`config.mk`:
```
export PLATFORM = sky130hd
export DESIGN_NAME = imgproc_msg_reader
export DESIGN_NICKNAME = d
export VERILOG_FILES = /design/src/rtl/imgproc_msg_pkg.sv /design/src/rtl/imgproc_msg_reader.sv
export SDC_FILE = /design/constraint.sdc
export NUM_CORES = 1
export LEC_CHECK = 0
export BUFFER_PORTS_ARGS = -buffer_cell sky130_fd_sc_hd__buf_2
export CAP_MARGIN = 20
export CORE_ASPECT_RATIO = 1.4
export CORE_UTILIZATION = 45
export DETAILED_ROUTE_END_ITERATION = 10
export MAX_ROUTING_LAYER = met4
export PLACE_DENSITY_LB_ADDON = 0.1
export REMOVE_ABC_BUFFERS = 1
export SYNTH_ARGS = -nofsm -noshare
export SYNTH_HDL_FRONTEND = slang
export SYNTH_SLANG_ARGS = --single-unit
```
`constraint.sdc`:
```
create_clock -name clk -period 3 [get_ports clk]
set_clock_uncertainty 0.15 [all_clocks]
set_input_delay 0.45 -clock clk [delete_from_list [all_inputs] [get_ports clk]]
set_output_delay 0.45 -clock clk [all_outputs]
set_load 0.02 [all_outputs]
```
`src/rtl/imgproc_msg_pkg.sv`:
```
// Shared definitions for the image-processor message reader: FSM states,
// slave register map, message ID, status fields and coordinate slices.
package imgproc_msg_pkg;

  typedef enum logic [3:0] {
    ST_IDLE    = 4'd0,
    ST_POLL_RD = 4'd1,
    ST_POLL_WT = 4'd2,
    ST_ID_RD   = 4'd3,
    ST_ID_WT   = 4'd4,
    ST_TL_RD   = 4'd5,
    ST_TL_WT   = 4'd6,
    ST_BR_RD   = 4'd7,
    ST_BR_WT   = 4'd8,
    ST_OUT     = 4'd9,
    ST_RESYNC  = 4'd10
  } state_t;

  localparam logic [2:0]  STATUS_ADDR = 3'd0;
  localparam logic [2:0]  MSG_ADDR    = 3'd1;
  localparam logic [2:0]  REG_BBCOL   = 3'd2;
  localparam logic [31:0] MSG_ID      = 32'h00524242;

  localparam int CNT_LSB   = 8;
  localparam int CNT_MSB   = 15;
  localparam int FLUSH_BIT = 4;
  localparam logic [31:0] FLUSH_WORD = 32'h1 << FLUSH_BIT;

  localparam int COORD_W = 11;
  localparam int X_LSB   = 16;
  localparam int X_MSB   = 26;
  localparam int Y_LSB   = 0;
  localparam int Y_MSB   = 10;

  localparam int MSG_WORDS = 3;

  function automatic logic [COORD_W-1:0] word_x(input logic [31:0] w);
    return w[X_MSB:X_LSB];
  endfunction

  function automatic logic [COORD_W-1:0] word_y(input logic [31:0] w);
    return w[Y_MSB:Y_LSB];
  endfunction

  function automatic logic [7:0] status_count(input logic [31:0] w);
    return w[CNT_MSB:CNT_LSB];
  endfunction

endpackage

```
`src/rtl/imgproc_msg_reader.sv`:
```
// Avalon-MM master that polls the image processor's message FIFO and emits decoded boxes.
// Optional macro IMGPROC_MSGRD_FLUSH_EN: on a bad ID word, flush the slave FIFO instead of popping word-by-word.
module imgproc_msg_reader #(
  parameter int unsigned POLL_INTERVAL = 1024,
  parameter logic [31:0] MSG_ID        = imgproc_msg_pkg::MSG_ID,
  parameter logic [2:0]  STATUS_ADDR   = imgproc_msg_pkg::STATUS_ADDR,
  parameter logic [2:0]  MSG_ADDR      = imgproc_msg_pkg::MSG_ADDR
) (
  input  logic        clk,
  input  logic        reset,
  input  logic        enable,
  output logic        m_chipselect,
  output logic        m_read,
  output logic        m_write,
  output logic [2:0]  m_address,
  output logic [31:0] m_writedata,
  input  logic [31:0] m_readdata,
  output logic        box_valid,
  input  logic        box_ready,
  output logic [10:0] box_left,
  output logic [10:0] box_top,
  output logic [10:0] box_right,
  output logic [10:0] box_bottom,
  output logic        box_present,
  output logic [7:0]  sync_err_cnt,
  output logic [3:0]  dbg_state
);
  import imgproc_msg_pkg::*;

  localparam int TW = (POLL_INTERVAL > 1) ? $clog2(POLL_INTERVAL) : 1;
  localparam logic [TW-1:0] TIMER_RELOAD = TW'(POLL_INTERVAL - 1);

  // Handshake: box_* is offered while box_valid=1 and transfers on the clock
  // edge where box_valid & box_ready; box_* is held until that edge.

  state_t             r_state;
  state_t             w_next;
  logic [TW-1:0]      r_timer;
  logic [COORD_W-1:0] r_tl_x;
  logic [COORD_W-1:0] r_tl_y;
  logic [COORD_W-1:0] r_box_left;
  logic [COORD_W-1:0] r_box_top;
  logic [COORD_W-1:0] r_box_right;
  logic [COORD_W-1:0] r_box_bottom;
  logic [7:0]         r_sync_err;

  logic w_timer_done;
  logic w_have_msg;
  logic w_is_id;

  assign w_timer_done = (r_timer == '0);
  assign w_have_msg   = (status_count(m_readdata) >= 8'(MSG_WORDS));
  assign w_is_id      = (m_readdata == MSG_ID);

  always_ff @(posedge clk or posedge reset) begin
    if (reset) begin
      r_state <= ST_IDLE;
    end else begin
      r_state <= w_next;
    end
  end

  always_comb begin
    w_next = r_state;
    case (r_state)
      ST_IDLE:    if (w_timer_done && enable) w_next = ST_POLL_RD;
      ST_POLL_RD: w_next = ST_POLL_WT;
      // A message is only started while enabled; never pop an under-filled FIFO.
      ST_POLL_WT: w_next = (w_have_msg && enable) ? ST_ID_RD : ST_IDLE;
      ST_ID_RD:   w_next = ST_ID_WT;
      ST_ID_WT:   w_next = w_is_id ? ST_TL_RD : ST_RESYNC;
      ST_TL_RD:   w_next = ST_TL_WT;
      ST_TL_WT:   w_next = ST_BR_RD;
      ST_BR_RD:   w_next = ST_BR_WT;
      ST_BR_WT:   w_next = ST_OUT;
      ST_OUT:     if (box_ready) w_next = enable ? ST_POLL_RD : ST_IDLE;
      ST_RESYNC:  w_next = ST_IDLE;
      default:    w_next = ST_IDLE;
    endcase
  end

  always_comb begin
    m_chipselect = 1'b0;
    m_read       = 1'b0;
    m_write      = 1'b0;
    m_address    = 3'd0;
    m_writedata  = 32'd0;
    case (r_state)
      ST_POLL_RD: begin
        m_chipselect = 1'b1;
        m_read       = 1'b1;
        m_address    = STATUS_ADDR;
      end
      ST_ID_RD, ST_TL_RD, ST_BR_RD: begin
        m_chipselect = 1'b1;
        m_read       = 1'b1;
        m_address    = MSG_ADDR;
      end
`ifdef IMGPROC_MSGRD_FLUSH_EN
      ST_RESYNC: begin
        m_chipselect = 1'b1;
        m_write      = 1'b1;
        m_address    = STATUS_ADDR;
        m_writedata  = FLUSH_WORD;
      end
`endif
      default: ;
    endcase
  end

  // Timer only runs in IDLE and is reloaded as IDLE is left, so every
  // return to IDLE waits a full interval before the next poll.
  always_ff @(posedge clk or posedge reset) begin
    if (reset) begin
      r_timer <= TIMER_RELOAD;
    end else if (r_state == ST_IDLE) begin
      if (w_timer_done) begin
        if (enable) r_timer <= TIMER_RELOAD;
      end else begin
        r_timer <= r_timer - 1'b1;
      end
    end
  end

  always_ff @(posedge clk or posedge reset) begin
    if (reset) begin
      r_tl_x       <= '0;
      r_tl_y       <= '0;
      r_box_left   <= '0;
      r_box_top    <= '0;
      r_box_right  <= '0;
      r_box_bottom <= '0;
    end else if (r_state == ST_TL_WT) begin
      r_tl_x <= word_x(m_readdata);
      r_tl_y <= word_y(m_readdata);
    end else if (r_state == ST_BR_WT) begin
      // Output regs load only on the edge into OUT so box_* never changes mid-offer.
      r_box_left   <= r_tl_x;
      r_box_top    <= r_tl_y;
      r_box_right  <= word_x(m_readdata);
      r_box_bottom <= word_y(m_readdata);
    end
  end

  always_ff @(posedge clk or posedge reset) begin
    if (reset) begin
      r_sync_err <= 8'd0;
    end else if (r_state == ST_RESYNC && r_sync_err != 8'hFF) begin
      r_sync_err <= r_sync_err + 8'd1;
    end
  end

  assign box_valid    = (r_state == ST_OUT);
  assign box_left     = r_box_left;
  assign box_top      = r_box_top;
  assign box_right    = r_box_right;
  assign box_bottom   = r_box_bottom;
  // Qualified by box_valid so the idle/reset value reads as "no detection".
  assign box_present  = box_valid && (r_box_left <= r_box_right) && (r_box_top <= r_box_bottom);
  assign sync_err_cnt = r_sync_err;
  assign dbg_state    = r_state;

endmodule

```
# Word level (Yosys, flattened, before mapping)
# Index checks and enable logic that the tools add are counted.
[totals]
inputBits = 36
output_inout_bits = 96
register_bits = 88
wordCells = 52
[op_classes]
n_eq_ne = 15
add_sub_neg = 2
bitwise = 1
n_reduce_logical = 12
muxes = 10
magnitude_cmp = 3
[ops]
columns = ["op", "n"]
rows = [
  ["$pmux 4 s10", 1],
  ["$eq 32x23->1 const B", 1],
  ["$le 11x11->1", 2],
  ["$mux 10", 2],
  ["$eq 4x3->1 const B", 4],
  ["$eq 4x4->1 const B", 3],
  ["$mux 4", 3],
  ["$logic_not 10->1", 1],
  ["$sub 10x1->10 const B", 1],
  ["$add 8x1->8 const B", 1],
  ["$eq 4x2->1 const B", 2],
  ["$ge 8x2->1 const B", 1],
  ["$ne 8x8->1 const B", 1],
  ["$reduce_and 2->1", 3],
  ["$logic_and 1x1->1", 5],
  ["$eq 4x1->1 const B", 1],
  ["$logic_not 4->1", 1],
  ["$ne 2x2->1 const B", 2],
  ["$reduce_or 4->1", 1],
  ["$mux 1", 3],
  ["$reduce_or 3->1", 1],
  ["$mux 2", 1],
  ["$ne 2x1->1 const B", 1],
  ["$not 1->1", 1],
]

# Logic depth before layout (Yosys ltp)
[depth]
word_depth = 4
mapped_depth = 7
mapped_depth_nobuf = 7

# Worst setup path after synthesis
# Ideal clock, no wire load.
[synth_path]
path_type = "register -> output"
start = "register r_box_bottom[10] (netlist: box_bottom[10])"
end = "output box_present"
n_path_buf = 0
required_time_ps = 2400
arrival_ps = 2518
path_slack_ps = -118
stages_incl_launch_ff = 7
cell_sequence = "dfrtp_1 -> inv_1 -> ha_1 -> a211o_1 -> nor4_1 -> o21ai_0 -> a2111oi_0"
[synth_via]
elab_chain_len = 2
[synth_rtl]
columns = ["item", "line_no", "text"]
rows = [
  ["from (decl)", "imgproc_msg_reader.sv:44", "logic [COORD_W-1:0] r_box_bottom;"],
  ["from (signal assigned)", "imgproc_msg_reader.sv:141", "r_box_bottom <= word_y(m_readdata);"],
  ["$le 11x11->1", "imgproc_msg_reader.sv:159", "assign box_present = box_valid && (r_box_left <= r_box_right) && (r_box_top <= r_box_bottom);"],
  ["$logic_and 1x1->1", "imgproc_msg_reader.sv:159", ""],
  ["to (decl)", "imgproc_msg_reader.sv:24", "output logic box_present,"],
]
# Every way passes these cells.

# Final worst setup path
[layout_path]
start = "register r_box_top[10] (netlist: box_top[10])"
end = "output box_present"
[layout_via]
elab_chain_len = 2
[layout_rtl]
columns = ["item", "line_no", "text"]
rows = [
  ["from (decl)", "imgproc_msg_reader.sv:42", "logic [COORD_W-1:0] r_box_top;"],
  ["from (signal assigned)", "imgproc_msg_reader.sv:139", "r_box_top <= r_tl_y;"],
  ["$le 11x11->1", "imgproc_msg_reader.sv:159", ""],
  ["$logic_and 1x1->1", "imgproc_msg_reader.sv:159", ""],
]
# Every way passes these cells.

==> qor.txt <==
sequential area share after synthesis -> 48.8%
final hold vios -> 0
slowest stage delay, CP -> 0.39 ns
crit path DAT -> 2.23 ns
startpoint types -> register
pin count of the biggest net entering global routing -> 67
max-slew violations -> 0
vias -> 3232
worst slew pin tran -> 0.598 ns
Nets -> 572
ys flop type -> dfrtp_1
slowest cell on the critical path -> dfrtp_1
Overflow after GRT -> 0
layout cells sized above 1 -> 35.0%
Synth async-reset ratio -> 100%
commonest cells in the netlist -> 78 x dfrtp_1, 46 x mux2_2, 37 x nand2_1
Slew headroom -> 60.1%
I/O Buffers -> 96
YS warnings -> 0
Hold WS -> 0.0130 ns
routed wire length -> 9630 um
area of the mapped netlist -> 4540 sq um
Final setup viols -> 0
wire length per cell -> 14.8 um
crit end category -> primary output
count of flip-flops with a built-in enable after synthesis -> 0
drt initial violations -> 115
critical path class -> register to primary output
LEAKAGE -> 0.00277 uW
Clock Sinks -> 88
first-pass GRT wire length -> 15700 um
Critical R2R Launch -> dbg_state[3]
final cell count without fillers -> 652
Syn Inst Count -> 415
GRT Overall Usage -> 20.2%
Num CTS Buffers -> 9
Max VDD drop -> 0.269 mV
Reg clk slew, reported paths -> 0.06 ns
Data required, critical path -> 2.40 ns
critical path peak fanout -> 3
Root Buffer -> clkbuf_16
max capacitance violation total -> 0
GPL Wtd Cong -> 0.806
antenna violations before repair -> 0
FF+latch count, synth -> 88
critical-path cell list -> ha_1 -> a211o_1 -> nor4_2 -> o21ai_1 -> a2111oi_2 -> buf_4
most frequent cell after synthesis -> dfrtp_1
drt via density -> 4.96
# diodes -> 0
DRC Markers -> 0
hpwl dp -> 7020 um
TritonCTS clock tree -> built
Netlist cell types -> 50
status -> finished clean
fmax -> 353 MHz
1st-pass router iterations -> 5
Syn-to-layout area delta -> 17.6%
core footprint -> 9850 sq um
maximum clock path buffer count -> 2
std cell rows -> 43
Routed Antenna Nets -> 0
Syn Area/Cell -> 10.9 sq um
unrepaired setup endpoints after global routing -> false
setup_tns -> 0 ns
CTS H-tree lvls -> 3
die area -> 10500 sq um
die width -> 86.9 um
period utilization -> 94.3%
vias in the first global route -> 3205
cell count after placement -> 636
Worst Hold Class -> primary input to async pin
Synth top area share -> 43.0%
beginning of the critical path -> box_top[10]
PD cells -> 429 nW/um^2
DIE HEIGHT -> 121 um
area leader, netlist -> dfrtp_1
area post-placement -> 5060 sq um
fin crit period -> 2.83 ns
starting density of the core -> 46.1%
IO Pins -> 132
final instance area -> 5340 sq um
Clk Latency, worst-skew pair -> 0.33 ns
top cells by area, synth -> dfrtp_1 43%, mux2_2 11%, ha_1 6.6%
[cell type report]
type,count,area [sq um]
Clock buffer,13,240
Timing Repair Buffer,102,553
Tap cell,135,169
Sequential cell,88,2210
Inverter,28,106
Multi-Input combinational cell,283,2030
Clock inverter,3,18.8
Fill cell,970,4510
[metrics by stage]
stage,total power (uW),setup WS (ns),util [%]
2_1_floorplan,1270,-1.95,-
3_3_place_gp,1320,0.463,51.4
3_5_place_dp,1320,0.323,51.4
4_1_cts,2320,0.0275,54.0
5_1_grt,2380,0.00556,54.2
6_report,2290,0.171,54.2
[worst paths after layout]
| path | slack, ns | to | cells after the start |
|---|---|---|---|
| worst min-delay path | 0.01 | sync_err_cnt[0] | 2 |
| min in group clk | 0.20 | box_bottom[6] | 3 |
| worst max-delay path | 0.17 | box_present | 6 |
| worst min register to register | 0.33 | box_top[0] | 2 |
| worst max register to register | 0.74 | r_timer[9] | 5 |
| max in group asynchronous | 1.99 | box_top[8] | 3 |
[worst max-delay path: cells and delay by family, from the launching register on]
family	cells	cell delay [ns]
flip-flops	1	0.39
buffers and inverters	1	0.21
adder cells (fa/ha/maj)	1	0.33
AND/OR/NAND/NOR	1	0.22
AO/OA/AOI/OAI	3	0.76
[cell usage in the layout (no fill, tap or decap), types with 2 or more instances in the layout]
cell / netlist / routed
dfstp_2: 10 / 10
nor2_1: 11 / 11
or4_4: 2 / 2
o31ai_1: 3 / 3
a21oi_1: 11 / 11
clkbuf_16: 0 / 9
clkbuf_1: 9 / 4
nor4_1: 4 / 3
dfrtp_1: 78 / 78
nor4b_1: 4 / 4
o211ai_1: 2 / 2
nand3_1: 9 / 9
nor2b_1: 2 / 2
nand2_1: 37 / 37
inv_1: 28 / 27
a41oi_1: 2 / 2
mux2_2: 46 / 46
and3_1: 2 / 2
conb_1: 1 / 35
o21ai_0: 35 / 34
o21a_1: 2 / 2
a211oi_1: 3 / 3
buf_2: 4 / 95
nor3_1: 6 / 5
a31oi_1: 5 / 5
nand4_1: 7 / 7
clkinv_2: 0 / 3
buf_4: 36 / 5
ha_1: 24 / 24
nor4_2: 1 / 2
xnor2_1: 7 / 7
nand3b_1: 2 / 2
buf_12: 0 / 2
xor2_1: 3 / 3
[routing by layer]
metal | share of wire (%) | vias to the layer above | GRT usage (%)
li1 | - | 1588 | -
met1 | 44 | 1576 | 24.8
met2 | 52 | 64 | 33.2
met3 | 3.2 | 4 | 3.82
met4 | 0.73 | 0 | 7.19
met5 | 0 | - | -
[power by group]
part	internal [uW]	total, uW	leakage, uW	switching, uW
combinational	22.9	106	0.00155	83.3
sequential	1190	1190	0.00109	0
clock	561	997	0.000128	436
total	1770	2290	0.00277	520
[logic make-up (layout without fill, tap and decap cells)]
family	after synthesis	after routing	synth area share, %
muxes	47	47	11.6
other	1	35	0.0827
and+or+nand+nor	97	97	12.2
adders and majority gates	24	24	6.62
xor gates and xnor gates	10	10	1.93
AOI/OAI and AO/OA	70	70	9.21
DFF	88	88	48.8
buffers and inverters	78	146	9.54
[sequential cells by signal (all words and copies together), names as in the netlist]
name and cells:
box_left 11, r_timer 10, r_tl_y 11, box_top 11
box_right 11, sync_err_cnt 8, dbg_state 4, box_bottom 11
r_tl_x 11
[timing repair]
action	CTS	global route
pin swaps	1	0
hold buffers	0	0
endpoints found under the setup margin	1	1
resized for setup	1	4
setup buffers	0	0
(Power assumes the default switching activity.)
